`src/rtl/control_sequencer.sv`:
```
// control_sequencer: microcoded T0-T4 control unit for the 8-bit SAP CPU.
module control_sequencer #(
  parameter bit EARLY_END = 1'b1
) (
  input  logic       clk,
  input  logic       reset,
  input  logic [3:0] opcode,
  input  logic       flag_c,
  input  logic       flag_z,
  output logic [2:0] step,
  output logic       halted,
  output logic       oe_pc,
  output logic       oe_ram,
  output logic       oe_ir,
  output logic       oe_a,
  output logic       oe_alu,
  output logic       load_mar,
  output logic       load_ir,
  output logic       load_a,
  output logic       load_b,
  output logic       load_ram,
  output logic       load_out,
  output logic       load_pc,
  output logic       load_flags,
  output logic       pc_inc,
  output logic       alu_sub
);
  typedef enum logic [2:0] {T0, T1, T2, T3, T4} step_t;
  localparam logic [14:0] OE_PC  = 15'h4000, OE_RAM = 15'h2000, OE_IR  = 15'h1000,
                          OE_A   = 15'h0800, OE_ALU = 15'h0400, LD_MAR = 15'h0200,
                          LD_IR  = 15'h0100, LD_A   = 15'h0080, LD_B   = 15'h0040,
                          LD_RAM = 15'h0020, LD_OUT = 15'h0010, LD_PC  = 15'h0008,
                          LD_FL  = 15'h0004, PC_INC = 15'h0002, SUB    = 15'h0001;
  step_t       st, st_nx, last;
  logic        halt_nx;
  logic [14:0] w;
  always_ff @(posedge clk or negedge reset)
    if (!reset) begin
      st     <= T0;
      halted <= 1'b0;
    end else begin
      st     <= st_nx;
      halted <= halt_nx;
    end
  always_comb begin
    last = T1;
    case (opcode)
      4'h1, 4'h4:                             last = T3;
      4'h2, 4'h3:                             last = T4;
      4'h5, 4'h6, 4'h7, 4'h8, 4'hE, 4'hF:     last = T2;
      default:                                last = T1;
    endcase
    halt_nx = halted || (st == T2 && opcode == 4'hF);
    st_nx   = halt_nx ? st :
              ((EARLY_END && st == last) || st == T4) ? T0 : step_t'(st + 3'd1);
  end
  // Flags only enter the decode in T2, so changes in other steps are invisible.
  always_comb begin
    w = '0;
    case (st)
      T0: w = OE_PC | LD_MAR;
      T1: w = OE_RAM | LD_IR | PC_INC;
      T2:
        case (opcode)
          4'h1, 4'h2, 4'h3, 4'h4: w = OE_IR | LD_MAR;
          4'h5:                   w = OE_IR | LD_A;
          4'h6:                   w = OE_IR | LD_PC;
          4'h7:                   w = flag_c ? (OE_IR | LD_PC) : '0;
          4'h8:                   w = flag_z ? (OE_IR | LD_PC) : '0;
          4'hE:                   w = OE_A | LD_OUT;
          default:                w = '0;
        endcase
      T3:
        case (opcode)
          4'h1:       w = OE_RAM | LD_A;
          4'h2, 4'h3: w = OE_RAM | LD_B;
          4'h4:       w = OE_A | LD_RAM;
          default:    w = '0;
        endcase
      T4: w = (opcode == 4'h2 || opcode == 4'h3) ?
              (OE_ALU | LD_A | LD_FL | ((opcode == 4'h3) ? SUB : 15'h0)) : '0;
      default: w = '0;
    endcase
  end
  assign step = st;
  assign {oe_pc, oe_ram, oe_ir, oe_a, oe_alu, load_mar, load_ir, load_a, load_b,
          load_ram, load_out, load_pc, load_flags, pc_inc, alu_sub} = (reset && !halted) ? w : '0;
endmodule

```
`config.mk`:
```
export PLATFORM = sky130hd
export DESIGN_NAME = control_sequencer
export DESIGN_NICKNAME = d
export VERILOG_FILES = /design/src/rtl/control_sequencer.sv
export SDC_FILE = /design/constraint.sdc
export NUM_CORES = 1
export LEC_CHECK = 0
export CORE_MARGIN = 8
export CORE_UTILIZATION = 25
export DETAILED_ROUTE_END_ITERATION = 7
export HOLD_SLACK_MARGIN = 0.05
export PLACE_DENSITY = 0.48
export SLEW_MARGIN = 0
export SYNTH_ARGS = -nofsm -noshare
export SYNTH_HDL_FRONTEND = slang
export SYNTH_SLANG_ARGS = --single-unit
export TNS_END_PERCENT = 5
```
`constraint.sdc`:
```
create_clock -name clk -period 3.85 [get_ports clk]
set_clock_uncertainty 0.05 [all_clocks]
set_input_delay 0.385 -clock clk [delete_from_list [all_inputs] [get_ports clk]]
set_output_delay 0.385 -clock clk [all_outputs]
set_load 0.005 [all_outputs]
```
======== Yosys cells after proc, flatten, opt, wreduce, memory -nomap -nowiden ========
Memories as Yosys holds them, arrays and structs flattened.
Index checks and enable logic that the tools add are counted.
storage, ports and cells
  register bits after elaboration ......... 4
  ROM bits ................................ 48
  input bits .............................. 8
  output and inout bits ................... 19
  word-level logic and storage cells ...... 37
  memories ................................ 1
cells by class
  add/sub/neg operators ................... 1
  eq/ne operators ......................... 15
  mux-type cells .......................... 9
  reductions and logical operators ........ 9
memories
  memory           words  bits a word  read ports  clocked after Yosys merged registers in  write ports  line  text
  (no name shown)  16     3            1           0                                        0            47    case (opcode)
operator list
  kind                                                             number
  13-bit case mux with 6 select lines                              1
  15-bit case mux with 5 select lines                              1
  14-bit case mux with 3 select lines                              1
  13-bit 2-to-1 mux                                                2
  4-bit by 3-bit == test with 1-bit output, second input constant  4
  15-bit 2-to-1 mux                                                1
  4-bit == test, second input constant                             3
  11-bit 2-to-1 mux                                                1
  4-bit by 2-bit == test with 1-bit output, second input constant  2
  3-bit by 2-bit == test with 1-bit output, second input constant  2
  4-bit by 1-bit == test with 1-bit output, second input constant  1
  4-bit OR reduction                                               1
  3-bit by 1-bit adder with 3-bit output, second input constant    1
  3-bit by 1-bit == test with 1-bit output, second input constant  1
  3-bit == test                                                    1
  3-bit == test, second input constant                             1
  3-bit logical NOT                                                1
  1-bit logical OR                                                 3
  3-bit 2-to-1 mux                                                 1
  1-bit logical AND                                                2
  2-bit OR reduction                                               1
  1-bit logical NOT                                                1
  1-bit 2-to-1 mux                                                 1

======== Longest topological paths before layout ========
Gate-level depths: netlist of the first run.
  depth after elaboration ................. 5
  gate-level depth with buffers ........... 7
  gate-level depth less buffers ........... 7

======== Worst setup path before layout of the first run ========
No wires, ideal clock.
  kind .................................... register to output
  start point ............................. reg st[1] (netlist: step[1])
  end point ............................... out oe_a
  arrival time ............................ 1,669 ps
  required time ........................... 3,415 ps
  setup slack ............................. 1,746 ps
  cell stages (with the launch flop) ...... 8
  buffers on the path ..................... 0
  cell sequence ........................... dfrtp_1 -> inv_1 -> ha_1 -> nor3_1 -> nor2_1 -> o21ai_1 -> nor4_1 -> or2_2
between the ends
  cells in the longest elaborated chain, start to end .. 3
  elaborated cells between the ends (all ways) .. 7
  classes of those cells .................. eq/ne: 4; mux: 2; reduce/logical: 1
RTL lines
  element                                      line  text
  from (decl)                                  34    step_t st, st_nx, last;
  from (signal assigned)                       42    st <= st_nx;
  3-bit == test, or another cell as far along  60    case (st)
  15-bit case mux with 5 select lines *        60
  15-bit 2-to-1 mux *                          87    load_ram, load_out, load_pc, load_flags, pc_inc, alu_sub} = (reset && !halted) ? w : '0;
  to (decl)                                    15    output logic oe_a,
Mark *: on every way between the ends. The rest lies on a longest branch, timed or not.

======== Worst setup path after layout of the first run ========
  start point ............................. in opcode[2]
  end point ............................... out oe_ir
between the ends
  cells in the longest elaborated chain, start to end .. 5
  elaborated cells between the ends (all ways) .. 13
  classes of those cells .................. eq/ne: 9; mux: 3; reduce/logical: 1
RTL lines
  element                                                                 line  text
  from (decl)                                                             7     input logic [3:0] opcode,
  4-bit by 2-bit == test with 1-bit output, or another cell as far along  64    case (opcode)
  4-bit OR reduction                                                      64
  13-bit case mux with 6 select lines *                                   64
  15-bit case mux with 5 select lines *                                   60
  15-bit 2-to-1 mux *                                                     87
  to (decl)                                                               14    output logic oe_ir,
Marked as above.

==> results.py, run 1 <==
metrics = {
    "status": {
        "outcome": "finished, final reports clean",
    },
    "setup_path": {
        "crit_start": "opcode[2]",
        "cp.required_ps": 3410,
        "critPathMaxFanout": 14,
        "crit_type": "input pin to output port",
        "slowest_stage": "clkdlybuf4s50_1",
        "reg2reg_to": "step[1]$_DFFE_PN0N_",
        "slowest_delay_ps": 650,
        "critical_path.cell_chain": "clkdlybuf4s50_1, nor4b_1, a32oi_1, nand2_1, a31oi_1, nor3_1, clkdlybuf4s50_1",
        "r2r_start": "step[0]$_DFFE_PN0N_",
        "end_kind": "output port",
        "cp_common_cell": "clkdlybuf4s50_1",
        "cp_data_arrival_time_ps": 2770,
        "critical_path.startpoint_type": "input pin",
        "r2r_setup_slack_ps": 1930,
        "r2r_cells": 7,
        "endpoint": "oe_ir",
    },
    "timing": {
        "hold_viol": 0,
        "grt_setup_unrepaired": "no",
        "slew_viol_final": 0,
        "fin_crit_sh_pct": 83.3,
        "max_freq_mhz": 312,
        "whs_ps": 310,
        "setup_ws_ps": 644,
        "finalSetupTns_ps": 0,
        "tightest_slew_ps": 543,
        "period_minus_slack_ps": 3210,
        "relSlewSlack_pct": 63.3,
        "setup_viol": 0,
    },
    "logic_synthesis": {
        "synth_top_area_cell": "dfrtp_1",
        "syn-instance-count": 88,
        "synth_area_um2": 651,
        "ys.warnings.count": 0,
        "synthDistinctLibCells": 40,
        "synth_ff_type": "dfrtp_1",
        "syn_avg_cell_area_um2": 7.39,
        "async_flop_share_pct": 100,
        "synth-seq-cells": 4,
        "synthTopCellsByArea": "dfrtp_1, ha_1, nor2_1",
        "synth_top_area_share_pct": 15.4,
        "syn_nets": 101,
        "synth_edf_count": 0,
        "ys_seq_area_share_pct": 15.4,
    },
    "cells_and_area": {
        "layout_common_cells": "clkdlybuf4s50_1, nor2_1, inv_1, nor3_1",
        "final_common_cell": "clkdlybuf4s50_1",
        "area_growth_pct": 41.7,
        "diodes": 0,
        "drive_gt1_share_pct": 7.27,
        "nNetsFinal": 125,
        "fillCellCount": 262,
    },
    "power": {
        "ir_worst_vdd_mv": 0.344,
        "powerDensity_nw_per_um2": 513,
        "leakagePower_nw": 0.360,
        "total_power_uw": 474,
    },
    "placement": {
        "gp_congestion": 0.785,
        "io_buffers": 26,
        "dpl.hpwl_um": 1610,
        "place_worst_setup_slack_ps": 689,
    },
    "routing": {
        "first_iter_violations": 20,
        "detail-route-antenna-nets": 0,
        "dr_total_vias": 708,
        "post_drt_wl_per_cell_um": 14.1,
        "viasPerCell": 5.06,
        "route.detailed.drc": 0,
        "firstDrtPassIters": 4,
        "wirelength_um": 1970,
    },
    "floorplan": {
        "die_w_um": 67.0,
        "dieArea_um2": 4490,
        "start_util_pct": 26.3,
        "num_rows": 18,
        "core_um2": 2480,
        "ioPinCount": 27,
        "dieHeight_um": 67.0,
    },
    "clocking": {
        "ctsRootBufferMaster": "clkbuf_4",
        "cts_setup_buffers": 0,
        "cts_buffers": 3,
        "clkTransAtPathRegs_ps": 40,
        "cts_resized": 0,
        "cts.sinks": 4,
        "holdBufCountCts": 0,
        "cts.htree.levels": 1,
        "cts_max_path_buffers": 2,
        "clock_latency_ps": 230,
        "cts_tree": "yes",
    },
    "global_route": {
        "overflow": 0,
        "grt_pass1_vias": 659,
        "grtUsageMet2_pct": 13.7,
        "grt_max_degree": 15,
        "grt_util_met3_pct": 3.02,
        "groute.usage.overall_pct": 8.79,
        "antenna_found_initial": 0,
        "grt_pass1_wl_um": 3150,
        "met1_usage_pct": 11.2,
        "busiest_layer": "met2",
    },
    "flow_run": {
        "cap_violations": 0,
    },
    "worst_hold_path": {
        "hold_class": "input pin to asynchronous set/reset pin",
    },
}
## synth_stat cells, types with 2 or more instances
cell type,instances
ha_1,5
nand3_1,3
nor2_1,10
a21oi_1,2
a31oi_1,2
o21bai_1,2
and3_1,3
nand2b_1,5
nor2b_1,3
buf_2,3
buf_4,3
dfrtp_1,4
nor3_1,6
xnor2_1,2
inv_1,6
o21ai_1,2
nand2_1,4
## registers in the layout, indices dropped and copies added (netlist names)
signal  count
halted      1
step        3
## stage by stage
stage | cell area (µm²) | std cells | util [%]
finish | 922 | 140 | 37.2
global route | 922 | 140 | 37.2
CTS | 922 | 140 | 37.2
detailed placement | 900 | 137 | 36.3
global placement | 900 | 137 | 36.3
floorplan | 651 | 88 | -
## final cells by class
cell class              count  area, µm²  share of cell area (%)
multi-input cells          71        479                    52.0
clock buffers               3       22.5                    2.44
well taps                  30       37.5                    4.07
repair buffers             26        260                    28.2
flip-flops and latches      4        100                    10.9
inverters                   6       22.5                    2.44
## cell families (layout without fill, tap and decap cells)
logic type | after synthesis | count (layout) | synth area share [%]
and+or+nand+nor | 43 | 43 | 36.5
xor gates and xnor gates | 2 | 2 | 2.69
adders and majority gates | 5 | 5 | 9.62
buffers and inverters | 13 | 35 | 11.0
AOI/OAI and AO/OA | 21 | 21 | 24.8
DFF | 4 | 4 | 15.4
## where the power goes
| part | leakage (nW) | switching, mW | internal (mW) |
|---|---|---|---|
| Sequential | 0.0496 | 0.0419 | 0.0628 |
| Clock | 0.0138 | 0.0155 | 0.0347 |
| Combinational | 0.296 | 0.154 | 0.165 |
| Total | 0.360 | 0.211 | 0.262 |
## layer usage
layer	wire [µm]	vias up	share of wire (%)
met1	927	329	47
met4	0	0	0
met3	175	0	8.9
met5	0	-	0
li1	-	358	-
met2	868	21	44
## critical path, delay by kind of cell
kind	cells	cell delay [ps]
compound gates	2	270
simple gates	3	940
buf+inv	2	1180
## worst min path at each step
stage,from,end,cells past startpoint
after floorplan,reset,halted$_DFF_PN0_,0
after global placement,halted$_DFF_PN0_,step[2]$_DFFE_PN0N_,2
after detailed placement,halted$_DFF_PN0_,step[2]$_DFFE_PN0N_,2
after CTS,reset,step[0]$_DFFE_PN0N_,1
after global routing,reset,step[0]$_DFFE_PN0N_,1
final,reset,step[0]$_DFFE_PN0N_,1
No activity file was read; power rests on OpenSTA's default activity.
==> run 2, diff against run 1 <==
==> constraint.sdc (replaced) <==
create_clock -name clk -period 3.14 [get_ports clk]
set_clock_uncertainty 0.05 [all_clocks]
set_input_delay 0.314 -clock clk [delete_from_list [all_inputs] [get_ports clk]]
set_output_delay 0.314 -clock clk [all_outputs]
set_load 0.005 [all_outputs]
==> results.py, run 2 (same netlist as run 1, synthesis figures left out) <==
metrics = {
    "floorplan": {
        "core_um2": 2480,
        "die_w_um": 67.0,
        "ioPinCount": 27,
        "start_util_pct": 26.3,
        "num_rows": 18,
        "dieArea_um2": 4490,
        "dieHeight_um": 67.0,
    },
    "timing": {
        "setup_viol": 0,
        "whs_ps": 222,
        "grt_setup_unrepaired": "no",
        "hold_viol": 0,
        "fin_crit_sh_pct": 93.7,
        "tightest_slew_ps": 466,
        "slew_viol_final": 0,
        "finalSetupTns_ps": 0,
        "relSlewSlack_pct": 68.5,
        "max_freq_mhz": 340,
        "period_minus_slack_ps": 2940,
    },
    "global_route": {
        "grt_pass1_vias": 694,
        "grt_pass1_wl_um": 3130,
        "groute.usage.overall_pct": 8.83,
        "antenna_found_initial": 0,
        "grt_max_degree": 14,
        "overflow": 0,
    },
    "placement": {
        "io_buffers": 26,
        "dpl.hpwl_um": 1670,
        "gp_congestion": 0.779,
    },
    "cells_and_area": {
        "drive_gt1_share_pct": 10.5,
        "largest_reg_flops": 3,
        "area_growth_pct": 46.3,
        "final_common_cell": "clkdlybuf4s50_1",
        "diodes": 0,
        "nNetsFinal": 129,
        "fillCellCount": 270,
        "layout_common_cells": "clkdlybuf4s50_1, nor2_1, inv_1, nor3_1",
    },
    "clocking": {
        "ctsRootBufferMaster": "clkbuf_4",
        "clock_latency_ps": 250,
        "clkTransAtPathRegs_ps": 50,
        "cts_buffers": 3,
        "cts_tree": "yes",
        "holdBufCountCts": 0,
        "cts.htree.levels": 1,
        "cts_max_path_buffers": 2,
        "cts_setup_buffers": 0,
        "cts_resized": 0,
        "cts.sinks": 4,
    },
    "setup_path": {
        "r2r_start": "step[0]$_DFFE_PN0N_",
        "cp.required_ps": 2780,
        "r2r_setup_slack_ps": 1190,
        "critical_path.cell_chain": "inv_1, ha_1, nor3_1, nor2_1, o21ai_1, nor4_1, or2_2, clkdlybuf4s50_1",
        "slowest_stage": "dfrtp_1",
        "path_buf_inv": 2,
        "end_kind": "output port",
        "cpLargestDelayFamily": "simple AND/OR/NAND/NOR gates",
        "cp_data_arrival_time_ps": 2580,
        "critical_path.startpoint_type": "flip-flop",
        "crit_type": "flip-flop to output port",
        "slowest_delay_ps": 500,
        "r2r_cells": 7,
        "reg2reg_to": "step[1]$_DFFE_PN0N_",
        "critPathMaxFanout": 8,
    },
    "power": {
        "pwr-share-clk_pct": 11.5,
        "netSwitchingFraction_pct": 45.0,
        "p_switching_uw": 267,
        "powerDensity_nw_per_um2": 622,
        "seq_power_share_pct": 21.7,
        "p_int_uw": 325,
        "ir_worst_vdd_mv": 0.450,
        "leakagePower_nw": 0.379,
        "pwr-share-comb_pct": 66.8,
    },
    "routing": {
        "detail-route-antenna-nets": 0,
        "post_drt_wl_per_cell_um": 14.4,
        "first_iter_violations": 18,
        "wirelength_um": 2080,
        "viasPerCell": 5.20,
        "dr_total_vias": 749,
        "route.detailed.drc": 0,
        "firstDrtPassIters": 4,
    },
    "status": {
        "outcome": "finished, final reports clean",
    },
    "flow_run": {
        "cap_violations": 0,
    },
    "worst_hold_path": {
        "hold_class": "input pin to asynchronous set/reset pin",
    },
}
[run 2: cell types whose count changed in the layout (fill, tap and decap cells not counted)]
cell	delta
buf_4	+4
[run 2: worst reg2reg max path, cell delays in order (launching register included)]
cell and delay, ps:
dfrtp_1 460, inv_1 190, ha_1 280, nand3b_1 100, o21bai_1 270, a21oi_1 100
a2bb2oi_2 240, o22ai_1 120
[run 2: worst max path at each step]
stage,from,to,slack [ps],cells past startpoint
2_1_floorplan,step[1]$_DFFE_PN0N_,oe_a,1110,7
3_3_place_gp,opcode[2],oe_ir,400,7
3_5_place_dp,reset,oe_a,310,6
4_1_cts,step[0]$_DFFE_PN0N_,oe_a,180,8
5_1_grt,step[0]$_DFFE_PN0N_,oe_a,70,8
6_report,step[1]$_DFFE_PN0N_,oe_a,200,8
[run 2: final cells by class]
class / count / area, µm² / share of cell area (%)
well taps: 30 / 37.5 / 3.94
repair buffers: 30 / 290 / 30.5
inverters: 6 / 22.5 / 2.37
multi-input cells: 71 / 479 / 50.3
clock buffers: 3 / 22.5 / 2.37
flip-flops and latches: 4 / 100 / 10.5
[run 2: power by group through the flow]
stage                     clock, mW  sequential, mW  combinational [mW]
final                        0.0680           0.129               0.395
after global routing         0.0754           0.133               0.442
after CTS                    0.0716           0.129               0.401
after detailed placement          0           0.129               0.399
after global placement            0           0.130               0.398
after floorplan                   0           0.111               0.259
[run 2: layer usage]
metal | part of all wire, % | track usage (%) | up-vias
li1 | - | - | 367
met1 | 46 | 10.7 | 359
met2 | 44 | 14.1 | 20
met3 | 8.8 | 2.52 | 3
met4 | 1.4 | 3.92 | 0
met5 | 0 | 0 | -
[run 2: through the flow]
stage / power (mW) / instances / setup WS, ps / util (%) / area (µm²)
final: 0.592 / 144 / 198 / 38.4 / 952
after global routing: 0.650 / 144 / 71.0 / 38.4 / 952
after CTS: 0.601 / 144 / 183 / 38.4 / 952
after detailed placement: 0.529 / 141 / 308 / 37.5 / 930
after global placement: 0.528 / 141 / 403 / 37.5 / 930
after floorplan: 0.370 / 88 / 1110 / - / 651
==> run 3, diff against run 2 <==
--- a/config.mk
+++ b/config.mk
@@ -5,6 +5,7 @@
 export SDC_FILE = /design/constraint.sdc
 export NUM_CORES = 1
 export LEC_CHECK = 0
+export CAP_MARGIN = 20
 export CORE_MARGIN = 8
 export CORE_UTILIZATION = 25
 export DETAILED_ROUTE_END_ITERATION = 7
==> results of run 3 <==
The final DEF is identical to that of run 2; final timing and power are the same.
